$ cat src/rtl/add_seq_pkg.sv
// ---------------------------------------------------------------------------
// add_seq_pkg
// Shared definitions for the multi-word add/subtract sequencer:
//   WORD_W      - width of one arithmetic word (the shared adder width)
//   MAX_WORDS   - largest supported operand length in words
//   seq_state_t - sequencer FSM encoding
//   word_sel()  - extracts one WORD_W slice from a zero-extended operand
// ---------------------------------------------------------------------------
package add_seq_pkg;

    localparam int WORD_W    = 32;
    localparam int MAX_WORDS = 16;
    localparam int MAX_VEC_W = WORD_W * MAX_WORDS;
    localparam int SEL_W     = 4;

    typedef enum logic [1:0] {
        IDLE = 2'd0,
        RUN  = 2'd1,
        DONE = 2'd2
    } seq_state_t;

    // Callers zero-extend their operand to MAX_VEC_W so one function serves
    // every WORDS setting.
    function automatic logic [WORD_W-1:0] word_sel(
        input logic [MAX_VEC_W-1:0] vec,
        input logic [SEL_W-1:0]     idx
    );
        return vec[idx*WORD_W +: WORD_W];
    endfunction

endpackage

$ cat src/rtl/multiword_add_seq_prefix_adder.sv
// ---------------------------------------------------------------------------
// Prefix_adder
// 32-bit Kogge-Stone parallel-prefix adder.
// Ports:
//   a, b  - 32-bit addends
//   cin   - carry into bit 0
//   s     - 32-bit sum
//   cout  - carry out of bit 31
// ---------------------------------------------------------------------------
module Prefix_adder
    import add_seq_pkg::*;
(
    input  logic [WORD_W-1:0] a,
    input  logic [WORD_W-1:0] b,
    input  logic              cin,
    output logic [WORD_W-1:0] s,
    output logic              cout
);

    // Returns {cout, sum}. cin is folded into bit 0's generate term so the
    // prefix tree yields the true carry into every bit position.
    function automatic logic [WORD_W:0] ks_add(
        input logic [WORD_W-1:0] x,
        input logic [WORD_W-1:0] y,
        input logic              ci
    );
        logic [WORD_W-1:0] g;
        logic [WORD_W-1:0] p;
        logic [WORD_W-1:0] gn;
        logic [WORD_W-1:0] pn;
        logic [WORD_W-1:0] p0;
        logic [WORD_W-1:0] c;
        g    = x & y;
        p    = x ^ y;
        p0   = p;
        g[0] = g[0] | (p[0] & ci);
        for (int d = 1; d < WORD_W; d = d * 2) begin
            gn = g;
            pn = p;
            for (int i = d; i < WORD_W; i++) begin
                gn[i] = g[i] | (p[i] & g[i-d]);
                pn[i] = p[i] & p[i-d];
            end
            g = gn;
            p = pn;
        end
        c = {g[WORD_W-2:0], ci};
        return {g[WORD_W-1], p0 ^ c};
    endfunction

    logic [WORD_W:0] res_s;

    // Combinational prefix addition.
    always_comb begin
        res_s = ks_add(a, b, cin);
    end

    assign s    = res_s[WORD_W-1:0];
    assign cout = res_s[WORD_W];

endmodule

$ cat src/rtl/multiword_add_seq.sv
// ---------------------------------------------------------------------------
// multiword_add_seq
// Performs WORDS x 32-bit add or subtract by feeding one 32-bit Prefix_adder
// one word per cycle, least significant word first, chaining the carry.
// Ports:
//   clk, rst_n          - clock, synchronous active-low reset
//   in_valid/in_ready   - operand handshake
//   in_a, in_b          - operands (word k at bits [32k+31:32k])
//   in_cin              - carry-in for add (ignored for subtract)
//   in_sub              - 1: A-B, 0: A+B+cin
//   out_valid/out_ready - result handshake
//   out_sum, out_cout   - result and top carry (subtract: 1 = no borrow)
//   busy                - high while an operation is in RUN or DONE
// ---------------------------------------------------------------------------
module multiword_add_seq
    import add_seq_pkg::*;
#(
    parameter int WORDS = 4
) (
    input  logic                    clk,
    input  logic                    rst_n,
    input  logic                    in_valid,
    output logic                    in_ready,
    input  logic [WORDS*WORD_W-1:0] in_a,
    input  logic [WORDS*WORD_W-1:0] in_b,
    input  logic                    in_cin,
    input  logic                    in_sub,
    output logic                    out_valid,
    input  logic                    out_ready,
    output logic [WORDS*WORD_W-1:0] out_sum,
    output logic                    out_cout,
    output logic                    busy
);

    localparam int VEC_W = WORDS * WORD_W;
    localparam int IDX_W = $clog2(WORDS);
    localparam logic [IDX_W-1:0] LAST_IDX = IDX_W'(WORDS - 1);

    seq_state_t         state_r;
    logic [IDX_W-1:0]   idx_r;
    logic               carry_r;
    logic [VEC_W-1:0]   a_r;
    logic [VEC_W-1:0]   b_r;

    logic [MAX_VEC_W-1:0] a_ext_s;
    logic [MAX_VEC_W-1:0] b_ext_s;
    logic [SEL_W-1:0]     idx_ext_s;
    logic [WORD_W-1:0]    add_a_s;
    logic [WORD_W-1:0]    add_b_s;
    logic [WORD_W-1:0]    sum_s;
    logic                 cout_s;

    // Select the current word of each latched operand for the shared adder.
    always_comb begin
        a_ext_s               = '0;
        b_ext_s               = '0;
        idx_ext_s             = '0;
        a_ext_s[VEC_W-1:0]    = a_r;
        b_ext_s[VEC_W-1:0]    = b_r;
        idx_ext_s[IDX_W-1:0]  = idx_r;
        add_a_s               = word_sel(a_ext_s, idx_ext_s);
        add_b_s               = word_sel(b_ext_s, idx_ext_s);
    end

    Prefix_adder u_adder (
        .a    (add_a_s),
        .b    (add_b_s),
        .cin  (carry_r),
        .s    (sum_s),
        .cout (cout_s)
    );

    // Sequencer FSM with registered handshake and result outputs.
    always_ff @(posedge clk) begin
        if (!rst_n) begin
            state_r   <= IDLE;
            idx_r     <= '0;
            carry_r   <= 1'b0;
            a_r       <= '0;
            b_r       <= '0;
            out_sum   <= '0;
            out_cout  <= 1'b0;
            out_valid <= 1'b0;
            busy      <= 1'b0;
            in_ready  <= 1'b1;
        end else begin
            case (state_r)
                IDLE: begin
                    if (in_valid) begin
                        // Subtract is A + ~B + 1: invert B and force carry-in.
                        a_r      <= in_a;
                        b_r      <= in_sub ? ~in_b : in_b;
                        carry_r  <= in_sub ? 1'b1 : in_cin;
                        idx_r    <= '0;
                        state_r  <= RUN;
                        in_ready <= 1'b0;
                        busy     <= 1'b1;
                    end
                end
                RUN: begin
                    for (int k = 0; k < WORDS; k++) begin
                        if (idx_r == IDX_W'(k)) begin
                            out_sum[k*WORD_W +: WORD_W] <= sum_s;
                        end
                    end
                    carry_r <= cout_s;
                    if (idx_r == LAST_IDX) begin
                        out_cout  <= cout_s;
                        out_valid <= 1'b1;
                        state_r   <= DONE;
                    end else begin
                        idx_r <= idx_r + 1'b1;
                    end
                end
                DONE: begin
                    if (out_ready) begin
                        out_valid <= 1'b0;
                        busy      <= 1'b0;
                        in_ready  <= 1'b1;
                        idx_r     <= '0;
                        state_r   <= IDLE;
                    end
                end
                default: begin
                    state_r   <= IDLE;
                    idx_r     <= '0;
                    out_valid <= 1'b0;
                    busy      <= 1'b0;
                    in_ready  <= 1'b1;
                end
            endcase
        end
    end

endmodule

$ cat config.mk
export PLATFORM = sky130hd
export DESIGN_NAME = multiword_add_seq
export DESIGN_NICKNAME = d
export VERILOG_FILES = /design/src/rtl/add_seq_pkg.sv /design/src/rtl/multiword_add_seq_prefix_adder.sv /design/src/rtl/multiword_add_seq.sv
export SDC_FILE = /design/constraint.sdc
export NUM_CORES = 1
export LEC_CHECK = 0
export ABC_AREA = 1
export CAP_MARGIN = 20
export CORE_MARGIN = 2
export CORE_UTILIZATION = 45
export DETAILED_ROUTE_END_ITERATION = 10
export GPL_TIMING_DRIVEN = 0
export PLACE_DENSITY = 0.69
export SYNTH_ARGS = -nofsm -noshare
export SYNTH_HDL_FRONTEND = slang
export SYNTH_SLANG_ARGS = --single-unit
$ cat constraint.sdc
create_clock -name clk -period 4.3 [get_ports clk]
set_input_delay 1.075 -clock clk [delete_from_list [all_inputs] [get_ports clk]]
set_output_delay 1.075 -clock clk [all_outputs]
set_load 0.03 [all_outputs]
# Word level (Yosys, flattened, before mapping)

Index checks and enable logic that the tools add are counted.

Register bits after elaboration: 393
Input bits: 262
Output and inout bits: 132
Logic and storage cells: 421

$add $sub $neg: 1
Eq/ne operators: 9
Shifts and indexed selects: 2
Multiplexer cells: 19
Bitwise gates (word level): 364
Reduce and logical (&&, ||, !) cells: 13

Operator list:

| operator                                             | count |
|---|---|
| variable part select 512 x 8 -> 32 bit               | 2 |
| AND 1 bit                                            | 228 |
| bitwise OR 1 bit                                     | 130 |
| two-way mux 128 bit                                  | 1 |
| NOT 128 bit                                          | 1 |
| XOR 32 bit                                           | 2 |
| AND 32 bit                                           | 1 |
| case mux 2 bit (3 select lines)                      | 2 |
| AND reduction 2 bit                                  | 6 |
| AND reduction 3 bit                                  | 4 |
| two-way mux 2 bit                                    | 5 |
| case mux 1 bit (3 select lines)                      | 3 |
| inequality test 2 bit (second input constant)        | 4 |
| two-way mux 1 bit                                    | 7 |
| equality test 2 bit (second input constant)          | 3 |
| equality test 2 x 1 -> 1 bit (second input constant) | 2 |
| zero test 2 bit                                      | 2 |
| adder 2 x 1 -> 2 bit (second input constant)         | 1 |
| NOT 1 bit                                            | 2 |
| case mux 1 bit (2 select lines)                      | 1 |
| nonzero test 2 bit                                   | 1 |

# Logic depth before layout (Yosys ltp)

Gate-level depths: netlist of run 1.

Depth in word-level cells: 15
Gate-level depth with buffers: 19
Gate-level depth less buffers: 17

# By module

From an unflattened synthesis of run 1, not the netlist that was laid out.

Cells, all modules: 2738
Area total of the unflattened synthesis: 19027.0 sq um

By module, submodules not included:

| module            | instances | cells each | area an instance (sq um) | sequential area each (sq um) |
|---|---|---|---|---|
| multiword_add_seq | 1         | 2241       | 16618.4                  | 7867.5 |
| Prefix_adder      | 1         | 497        | 2408.6                   | 0.0 |

# Worst setup path before layout of run 1

OpenSTA, ideal clock, no wires.

Path kind: flip-flop to flip-flop
Start point: register idx_r[0]
End point: register out_sum[28]
Library setup time: 0.109 ns
Arrival: 2.756 ns
Required time: 4.191 ns
Setup slack: 1.435 ns
Cell stages (with the launch flop): 19
Buffers on the path: 2
Clock period less this slack: 2.865 ns
Cell sequence: dfxtp_1 inv_1 clkbuf_1 clkbuf_1 nor2_1 o22ai_1 fa_1 inv_1 fa_1 inv_1 nand3_1 nand3_1 nand3_1 nand3_1 nand2_1 nand3_1 nand3_1 nand2_1 inv_1

Longest elaborated chain between the ends: 13
Elaborated cells between the ends (all ways): 86
Classes of those cells: shift (2); bitwise (82); reduce/logical (2)

RTL lines:

| element                                | line                                 | text |
|---|---|---|
| from (decl)                            | multiword_add_seq.sv:40              | `logic [IDX_W-1:0] idx_r;` |
| from (signal assigned)                 | multiword_add_seq.sv:112             | `idx_r <= idx_r + 1'b1;` |
| variable part select 512 x 8 -> 32 bit | add_seq_pkg.sv:28                    | `return vec[idx*WORD_W +: WORD_W];` |
| XOR 32 bit                             | multiword_add_seq_prefix_adder.sv:34 | `p = x ^ y;` |
| AND 1 bit                              | multiword_add_seq_prefix_adder.sv:36 | `g[0] = g[0] \| (p[0] & ci);` |
| bitwise OR 1 bit                       | multiword_add_seq_prefix_adder.sv:36 |  |
| AND 1 bit                              | multiword_add_seq_prefix_adder.sv:41 | `gn[i] = g[i] \| (p[i] & g[i-d]);` |
| bitwise OR 1 bit                       | multiword_add_seq_prefix_adder.sv:41 |  |
| AND 1 bit                              | multiword_add_seq_prefix_adder.sv:41 |  |
| bitwise OR 1 bit                       | multiword_add_seq_prefix_adder.sv:41 |  |
| AND 1 bit                              | multiword_add_seq_prefix_adder.sv:41 |  |
| bitwise OR 1 bit                       | multiword_add_seq_prefix_adder.sv:41 |  |
| AND 1 bit                              | multiword_add_seq_prefix_adder.sv:41 |  |
| bitwise OR 1 bit                       | multiword_add_seq_prefix_adder.sv:41 |  |
| XOR 32 bit                             | multiword_add_seq_prefix_adder.sv:48 | `return {g[WORD_W-1], p0 ^ c};` |
| to (signal, indexed assignment)        | multiword_add_seq.sv:103             | `out_sum[k*WORD_W +: WORD_W] <= sum_s;` |
| to (decl)                              | multiword_add_seq.sv:30              | `output logic [WORDS*WORD_W-1:0] out_sum,` |

Several ways; a longest one is shown, not always the timed one.
A chain may end at the register's enable or synchronous reset.

# Worst setup path in the final report of run 1

Start point: register idx_r[0]
End point: register out_sum[92]

Same word-level chain as after synthesis.

==> impl_results.md, run 1 <==
* Skew final at 0.01768 ns
* FF-to-FF setup slack at 0.26 ns
* Most common flop cell mapped by yosys: dfxtp_1
* Die area at 44740 um^2
* R2R depth at 18
* Slew at the pin closest to its max-slew limit at 0.7535 ns
* Most common cell after layout, fill and taps aside: nor2_1
* Antenna cell count at 0
* Area delta synth->final at 31.11%
* ANT nets after route at 0
* Yosys warning total at 0
* DRT iter0 DRCs at 1580
* Type of the worst min-delay path: reg -> reg
* HPWL after detailed placement at 58410 um
* Final slew viol count at 0
* Via count at 19710
* Final setup viols at 0
* Crit Path Max Fanout at 10
* Syn Nets at 2970
* CP Data Required Time at 4.77 ns
* Crit. End Element: flop
* # clock sinks at 393
* Reg-to-Reg End: out_sum[92]
* Vias/cell at 5.348
* Initial Util at 45.29%
* Largest net degree at the start of global routing at 14
* HP Start: b_r[1]
* Clock Tree Buf Depth at 3
* Port Buf Inserts at 392
* Asr flop ratio synth at 0%
* Initial antenna violation count at 0
* RSZ-0062 raised after global routing: no
* Status: finished, final reports clean
* Die Span Y at 211.5 um
* Post-Synthesis Cells at 2671
* Hold EP: b_r[1]
* CORE AREA at 42790 um^2
* Most frequent cells in the layout: nor2_1, dfxtp_1, clkdlybuf4s50_1
* Routed WL per cell at 19.71 um
* Share of layout cells above drive strength 1 at 5.925%
* CTS Hold Bufs at 0
* Final net count at 3406
* Max Cap Viol at 0
* Mapped Area at 19380 um^2
* Post-synth EDFFs at 0
* Initial DRT Pass Iterations at 5
* H-tree Lvls at 2
* # IOs at 394
* Later-pin clock latency in the skew report at 0.58 ns
* Crit share post-route at 93.86%
* Hold slack at 0.4778 ns
* Max Fclk at 247.8 MHz
* FF+latch count, synth at 393
* CP Class: reg -> reg
* Sequential fraction of the synthesis area at 40.60%
* First-pass GRT wire length at 108000 um
* R2R Path Start: idx_r[0]
* RePlAce Congestion at 0.9679
* WHS Path Cells at 2
* Power Density at 425.8 nW/um^2
* Final wirelength at 72650 um
* Slew headroom at 49.77%
* Number of global-route vias before repair at 19150
* Hold Fails Final Rpt at 0
* Worst setup SP type: flop
* Leakage power figure at 11.12 nW
* CTS buffer count at 42
* VDD IR max at 0.0002363 V
* FP Rows at 76
* Total track usage at 31.84%
* Min Clock Period, post-route at 4.036 ns
* Clock slew at reported path FFs at 0.06 ns
* Clock tree from TritonCTS: yes
* Drc violations at 0
* Synthesized area per cell at 7.256 um^2
* # fillers at 4046
* Die Wd at 211.5 um
* Critical path data arrival time at 4.50 ns
* CTS root buf: clkbuf_16
* Synth cell types at 34
* GRT overflow at 0
* Tot Pwr at 0.01082 W
==> logic make-up (layout without fill, tap and decap cells) <==
logic type | Yosys count | count (layout) | share of synthesized area (%)
AO/OA/AOI/OAI | 672 | 672 | 21.05
XOR/XNOR | 143 | 143 | 6.618
adder cells (fa/ha/maj) | 37 | 37 | 2.466
buffers and inverters | 444 | 912 | 9.116
flip-flops | 393 | 393 | 40.60
AND/OR/NAND/NOR | 982 | 982 | 20.15
==> synthesized netlist by cell type, types with 4 or more instances <==
| master | instances | area share [%] |
|---|---|---|
| nor2_1 | 549 | 11 |
| dfxtp_1 | 393 | 41 |
| nand2_1 | 308 | 6.0 |
| o21ai_0 | 303 | 7.8 |
| inv_1 | 254 | 4.9 |
| xnor2_1 | 131 | 5.9 |
| a211oi_1 | 129 | 5.0 |
| clkbuf_1 | 100 | 1.9 |
| nand3_1 | 92 | 2.4 |
| buf_2 | 74 | 1.9 |
| o22ai_1 | 62 | 2.0 |
| o21a_1 | 60 | 2.3 |
| o21bai_1 | 48 | 1.9 |
| a21oi_1 | 41 | 1.1 |
| ha_1 | 35 | 2.3 |
| nand2_2 | 13 | 0.42 |
| o21ai_1 | 12 | 0.31 |
| inv_2 | 11 | 0.21 |
| a21o_1 | 9 | 0.35 |
| xor2_1 | 8 | 0.36 |
| nor3_1 | 6 | 0.15 |
| o211ai_1 | 5 | 0.19 |
| xor2_2 | 4 | 0.34 |
==> critical path: stages (launching register included) <==
cell	delay [ns]
dfxtp_1	0.39
inv_1	0.18
clkbuf_2	0.27
clkbuf_2	0.38
nor2_1	0.07
o22ai_1	0.43
fa_1	0.36
inv_1	0.09
fa_1	0.50
inv_1	0.13
nand3_1	0.08
nand3_1	0.15
nand3_1	0.09
nand3_1	0.18
nand2_1	0.13
nand3_1	0.21
nand3_1	0.15
nand2_1	0.09
inv_1	0.04
==> flip-flops by register name (all words and copies together), names as in the netlist <==
register and cells:
a_r 128, b_r 128, out_sum 128, idx_r 2, state_r 2, busy 1
carry_r 1, in_ready 1, out_cout 1, out_valid 1
==> per-stage QoR <==
stage	cell area [um^2]	setup slack [ns]	instances	util, %	TNS, ns
after floorplan	19380	1.435	2671	-	0
after global placement	23990	0.0005951	3609	56.06	0
after detailed placement	23990	-0.05602	3609	56.06	-0.06519
after CTS	25400	0.008264	3685	59.36	0
after global routing	25410	0.05039	3685	59.38	0
final	25410	0.2642	3685	59.38	0
==> layout make-up <==
| class | instances | area, um^2 | area share (%) |
|---|---|---|---|
| plain buffers | 179 | 779.5 | 3.068 |
| clock inverters | 12 | 148.9 | 0.5860 |
| flip-flops and latches | 393 | 7868 | 30.96 |
| inverters | 265 | 994.7 | 3.915 |
| multi-input cells | 1834 | 9746 | 38.36 |
| clock buffers | 64 | 1265 | 4.979 |
| well taps | 546 | 683.2 | 2.689 |
| repair buffers | 392 | 3924 | 15.44 |
==> what timing repair did <==
action                     CTS  global route
hold endpoints to repair     0             0
resized for setup            1            10
cloned                       0             0
setup endpoints to repair    4            28
buffers inserted             0             0
==> layer usage <==
layer	GRT usage (%)	share of wire [%]	vias to the layer above
met4	13.23	3.9	0
met5	0	0	-
met3	4.421	7.4	154
met2	55.37	48	903
li1	-	-	9564
met1	39.53	41	9087
==> report_power, final <==
group	switching [W]	internal, W	leakage [nW]
registers	0.000169	0.00393	3.24
clock network	0.00154	0.00221	0.696
logic	0.00191	0.00105	7.19
==> worst max-delay path by stage <==
stage                   from      endpoint  cells past startpoint
floorplan           idx_r[0]   out_sum[28]                     18
global placement    idx_r[0]   out_sum[92]                     18
detailed placement  idx_r[0]   out_sum[92]                     18
CTS                 idx_r[0]   out_sum[92]                     17
global route        idx_r[0]  out_sum[124]                     18
finish              idx_r[0]   out_sum[92]                     18
No activity file was read; power rests on OpenSTA's default activity.
==> run 2: changes to the inputs <==
--- a/config.mk
+++ b/config.mk
@@ -5,13 +5,13 @@
 export SDC_FILE = /design/constraint.sdc
 export NUM_CORES = 1
 export LEC_CHECK = 0
-export ABC_AREA = 1
 export CAP_MARGIN = 20
 export CORE_MARGIN = 2
 export CORE_UTILIZATION = 45
 export DETAILED_ROUTE_END_ITERATION = 10
 export GPL_TIMING_DRIVEN = 0
-export PLACE_DENSITY = 0.69
+export HOLD_SLACK_MARGIN = 0.1
+export PLACE_DENSITY = 0.7
 export SYNTH_ARGS = -nofsm -noshare
 export SYNTH_HDL_FRONTEND = slang
 export SYNTH_SLANG_ARGS = --single-unit
==> constraint.sdc (replaced) <==
create_clock -name clk -period 4.3 [get_ports clk]
set_input_delay 0.43 -clock clk [delete_from_list [all_inputs] [get_ports clk]]
set_output_delay 0.43 -clock clk [all_outputs]
set_load 0.03 [all_outputs]
==> run 2 against run 1 <==
Compared with the run above:
- synthesized cell count fell by 22%
- design area fell by 4.6%
- sequential power fell by 3%
- critical endpoint is now out_sum[119]
- largest cell class unchanged
==> impl_results.md, run 2 <==
* Status: finished, final reports clean (unchanged)
* Max Cap Viol at 0 (unchanged)
* FF-to-FF setup slack at 0.1 ns (was 0.26 ns)
* Die area at 41890 um^2 (was 44740 um^2)
* Asr flop ratio synth at 0% (unchanged)
* Slew headroom at 45.04% (was 49.77%)
* Post-synth EDFFs at 0 (unchanged)
* CTS root buf: clkbuf_16 (unchanged)
* Post-Synthesis Cells at 2077 (was 2671)
* Final setup viols at 0 (unchanged)
* Worst Setup SP: idx_r[0] (unchanged)
* VDD IR max at 0.0002342 V (was 0.0002363 V)
* Synthesized area per cell at 8.725 um^2 (was 7.256 um^2)
* Critical path data arrival time at 4.62 ns (was 4.50 ns)
* Number of global-route vias before repair at 16860 (was 19150)
* Clock tree from TritonCTS: yes (unchanged)
* R2R Path Start: idx_r[0] (unchanged)
* Reg-to-Reg End: out_sum[119] (was out_sum[92])
* First-pass GRT wire length at 97500 um (was 108000 um)
* Routed WL per cell at 21.72 um (was 19.71 um)
* Largest regs: a_r: 128 flops, b_r: 128 flops, out_sum: 128 flops (unchanged)
* HP Start: in_a[99] (was b_r[1])
* Via count at 17380 (was 19710)
* Vias/cell at 5.658 (was 5.348)
* Die Span Y at 204.7 um (was 211.5 um)
* DP Worst Slack at -0.8258 ns (was -0.05602 ns)
* Synth cell count leaders: nand2_1, dfxtp_1, a21oi_1, nor2_1, clkbuf_1 (was nor2_1, dfxtp_1, nand2_1, o21ai_0, inv_1)
* Crit share post-route at 97.74% (was 93.86%)
* Setup WS post-layout at 0.09720 ns (was 0.2642 ns)
* Power Density at 394.7 nW/um^2 (was 425.8 nW/um^2)
* Slew at the pin closest to its max-slew limit at 0.8244 ns (was 0.7535 ns)
* Synth top area share at 43.42% (was 40.60%)
* Leakage power figure at 8.435 nW (was 11.12 nW)
* RePlAce Congestion at 0.9152 (was 0.9679)
* Count leader, synth: nand2_1 (was nor2_1)
* Area delta synth->final at 33.76% (was 31.11%)
* GRT overflow at 0 (unchanged)
* Hold EP: a_r[99] (was b_r[1])
* Clock Tree Buf Depth at 3 (unchanged)
* Crit. End Element: flop (unchanged)
* Die Wd at 204.7 um (was 211.5 um)
* Final net count at 2811 (was 3406)
* FP Rows at 73 (was 76)
* Drc violations at 0 (unchanged)
* CP Data Required Time at 4.72 ns (was 4.77 ns)
* Clock slew at reported path FFs at 0.06 ns (about the same)
* Min Clock Period, post-route at 4.203 ns (was 4.036 ns)
* Post-route cell area at 24240 um^2 (was 25410 um^2)
* Crit Path Max Fanout at 10 (unchanged)
* Area post-placement at 22700 um^2 (was 23990 um^2)
* HPWL after detailed placement at 53310 um (was 58410 um)
* Later-pin clock latency in the skew report at 0.56 ns (was 0.58 ns)
* Initial DRT Pass Iterations at 5 (unchanged)
* Mapped Area at 18120 um^2 (was 19380 um^2)
* DRT iter0 DRCs at 1476 (was 1580)
* Initial antenna violation count at 5 (was 0)
* CORE AREA at 39730 um^2 (was 42790 um^2)
* CTS buffer count at 41 (was 42)
* Yosys warning total at 0 (unchanged)
* Skew final at 0.02063 ns (was 0.01768 ns)
* Sequential fraction of the synthesis area at 43.42% (was 40.60%)
* Largest net degree at the start of global routing at 16 (was 14)
* Total track usage at 30.70% (was 31.84%)
* ANT nets after route at 0 (unchanged)
* Type of the worst min-delay path: in -> reg (was reg -> reg)
* Most common cell after layout, fill and taps aside: nand2_1 (was nor2_1)
* Share of layout cells above drive strength 1 at 6.331% (was 5.925%)
* Syn Nets at 2376 (was 2970)
* RSZ-0062 raised after global routing: no (unchanged)
* CP Class: reg -> reg (unchanged)
* Final wirelength at 66710 um (was 72650 um)
* # IOs at 394 (unchanged)
* H-tree Lvls at 2 (unchanged)
* Worst setup SP type: flop (unchanged)
* Port Buf Inserts at 392 (unchanged)
* Initial Util at 45.61% (was 45.29%)
* R2R depth at 11 (was 18)
* Synth cell types at 54 (was 34)
* Top cells by area, synth: dfxtp_1, nand2_1, mux4_2 (was dfxtp_1, nor2_1, o21ai_0)
* Max Fclk at 237.9 MHz (was 247.8 MHz)
* WHS Path Cells at 3 (was 2)
* # clock sinks at 393 (unchanged)
* Most frequent cells in the layout: nand2_1, clkdlybuf4s50_1, dfxtp_1 (was nor2_1, dfxtp_1, clkdlybuf4s50_1)
* Final slew viol count at 0 (unchanged)
* Hold Fails Final Rpt at 0 (unchanged)
* Most common flop cell mapped by yosys: dfxtp_1 (unchanged)
* CTS Hold Bufs at 0 (unchanged)
* FF+latch count, synth at 393 (unchanged)
* Area leader, netlist: dfxtp_1 (unchanged)
[run 2: cell count changes in the layout (fill, tap and decap cells not counted), moves of 43 or more]
| cell | delta |
|---|---|
| inv_1 | -239 |
| nand2_1 | +113 |
| clkbuf_1 | +50 |
| nand3_1 | -58 |
| o22ai_1 | -62 |
| o21bai_1 | -43 |
| mux4_2 | +64 |
| a21oi_1 | +207 |
| nor2_1 | -391 |
| buf_2 | -74 |
| o21a_1 | -55 |
| o21ai_0 | -258 |
[run 2: worst max-delay path: stages, from the launching register on]
cell and delay [ns]:
dfxtp_2 0.41, clkbuf_2 0.39, mux4_2 0.62, ha_1 0.42, a2111oi_0 0.16, a211oi_1 0.31
o211ai_1 0.17, a21oi_1 0.33, nor2_1 0.16, o31ai_2 0.66, xnor2_2 0.27, o21ai_0 0.15
[run 2: worst max-delay path by stage]
stage,end,slack (ns)
final,out_sum[119],0.1
after global routing,out_sum[58],0.03
after CTS,out_sum[86],0.02
after detailed placement,out_sum[119],-0.83
after global placement,out_sum[119],-0.80
after floorplan,out_sum[126],0.28
[run 2: what timing repair did]
item	4_1_cts	5_1_grt
pin swaps	1	0
endpoints found under the setup margin	70	47
gates resized for setup	19	7
setup buffers	1	0
[run 2: cell type report]
type / instances / area, um^2
Fill cell: 3468 / 15490
Multi-Input combinational cell: 1491 / 9552
Sequential cell: 393 / 7870
Timing Repair Buffer: 393 / 3931
Clock buffer: 57 / 1177
Buffer: 176 / 709.4
Tap cell: 525 / 656.9
Clock inverter: 17 / 274.0
Inverter: 16 / 60.06
Antenna cell: 3 / 7.507
[run 2: cell families after synthesis]
logic type,count (synthesis),synth area share [%]
simple gates,713,16.41
compound gates,515,17.57
flops,393,43.42
buf+inv,193,4.081
xor+xnor,148,7.153
mux,78,8.734
fa+ha+maj,37,2.638
[run 2: report_power, final]
group | internal [W] | total, W | switching (W)
registers | 0.00385 | 0.00398 | 0.000122
logic | 0.000723 | 0.00175 | 0.00102
clock network | 0.00229 | 0.00384 | 0.00155
[run 2: layer usage]
metal  track usage, %  routed length [um]  vias up
li1                 -                   -     8129
met1            38.14               26120     8292
met2            53.38               32280      820
met3            5.759                6113      129
met4            10.20                2150        6
met5                0                  40        -
[run 2: stage by stage]
| stage | total power, W | cells | utilization, % | TNS [ns] | hold WS (ns) |
|---|---|---|---|---|---|
| global route | 0.009857 | 3069 | 60.99 | 0 | 0.4339 |
| CTS | 0.009531 | 3068 | 60.95 | 0 | 0.4179 |
| global placement | 0.005725 | 2994 | 57.14 | -30.68 | 0.4399 |
| floorplan | 0.004989 | 2077 | - | 0 | 0.4331 |
| detailed placement | 0.005759 | 2994 | 57.14 | -32.14 | 0.4437 |
| finish | 0.009567 | 3071 | 61.00 | 0 | 0.4229 |
==> run 3: changes to the inputs <==
--- a/config.mk
+++ b/config.mk
@@ -5,7 +5,6 @@
 export SDC_FILE = /design/constraint.sdc
 export NUM_CORES = 1
 export LEC_CHECK = 0
-export CAP_MARGIN = 20
 export CORE_MARGIN = 2
 export CORE_UTILIZATION = 45
 export DETAILED_ROUTE_END_ITERATION = 10
==> results of run 3 <==
Same layout as run 2: the final DEF is identical, and so are final timing and power.
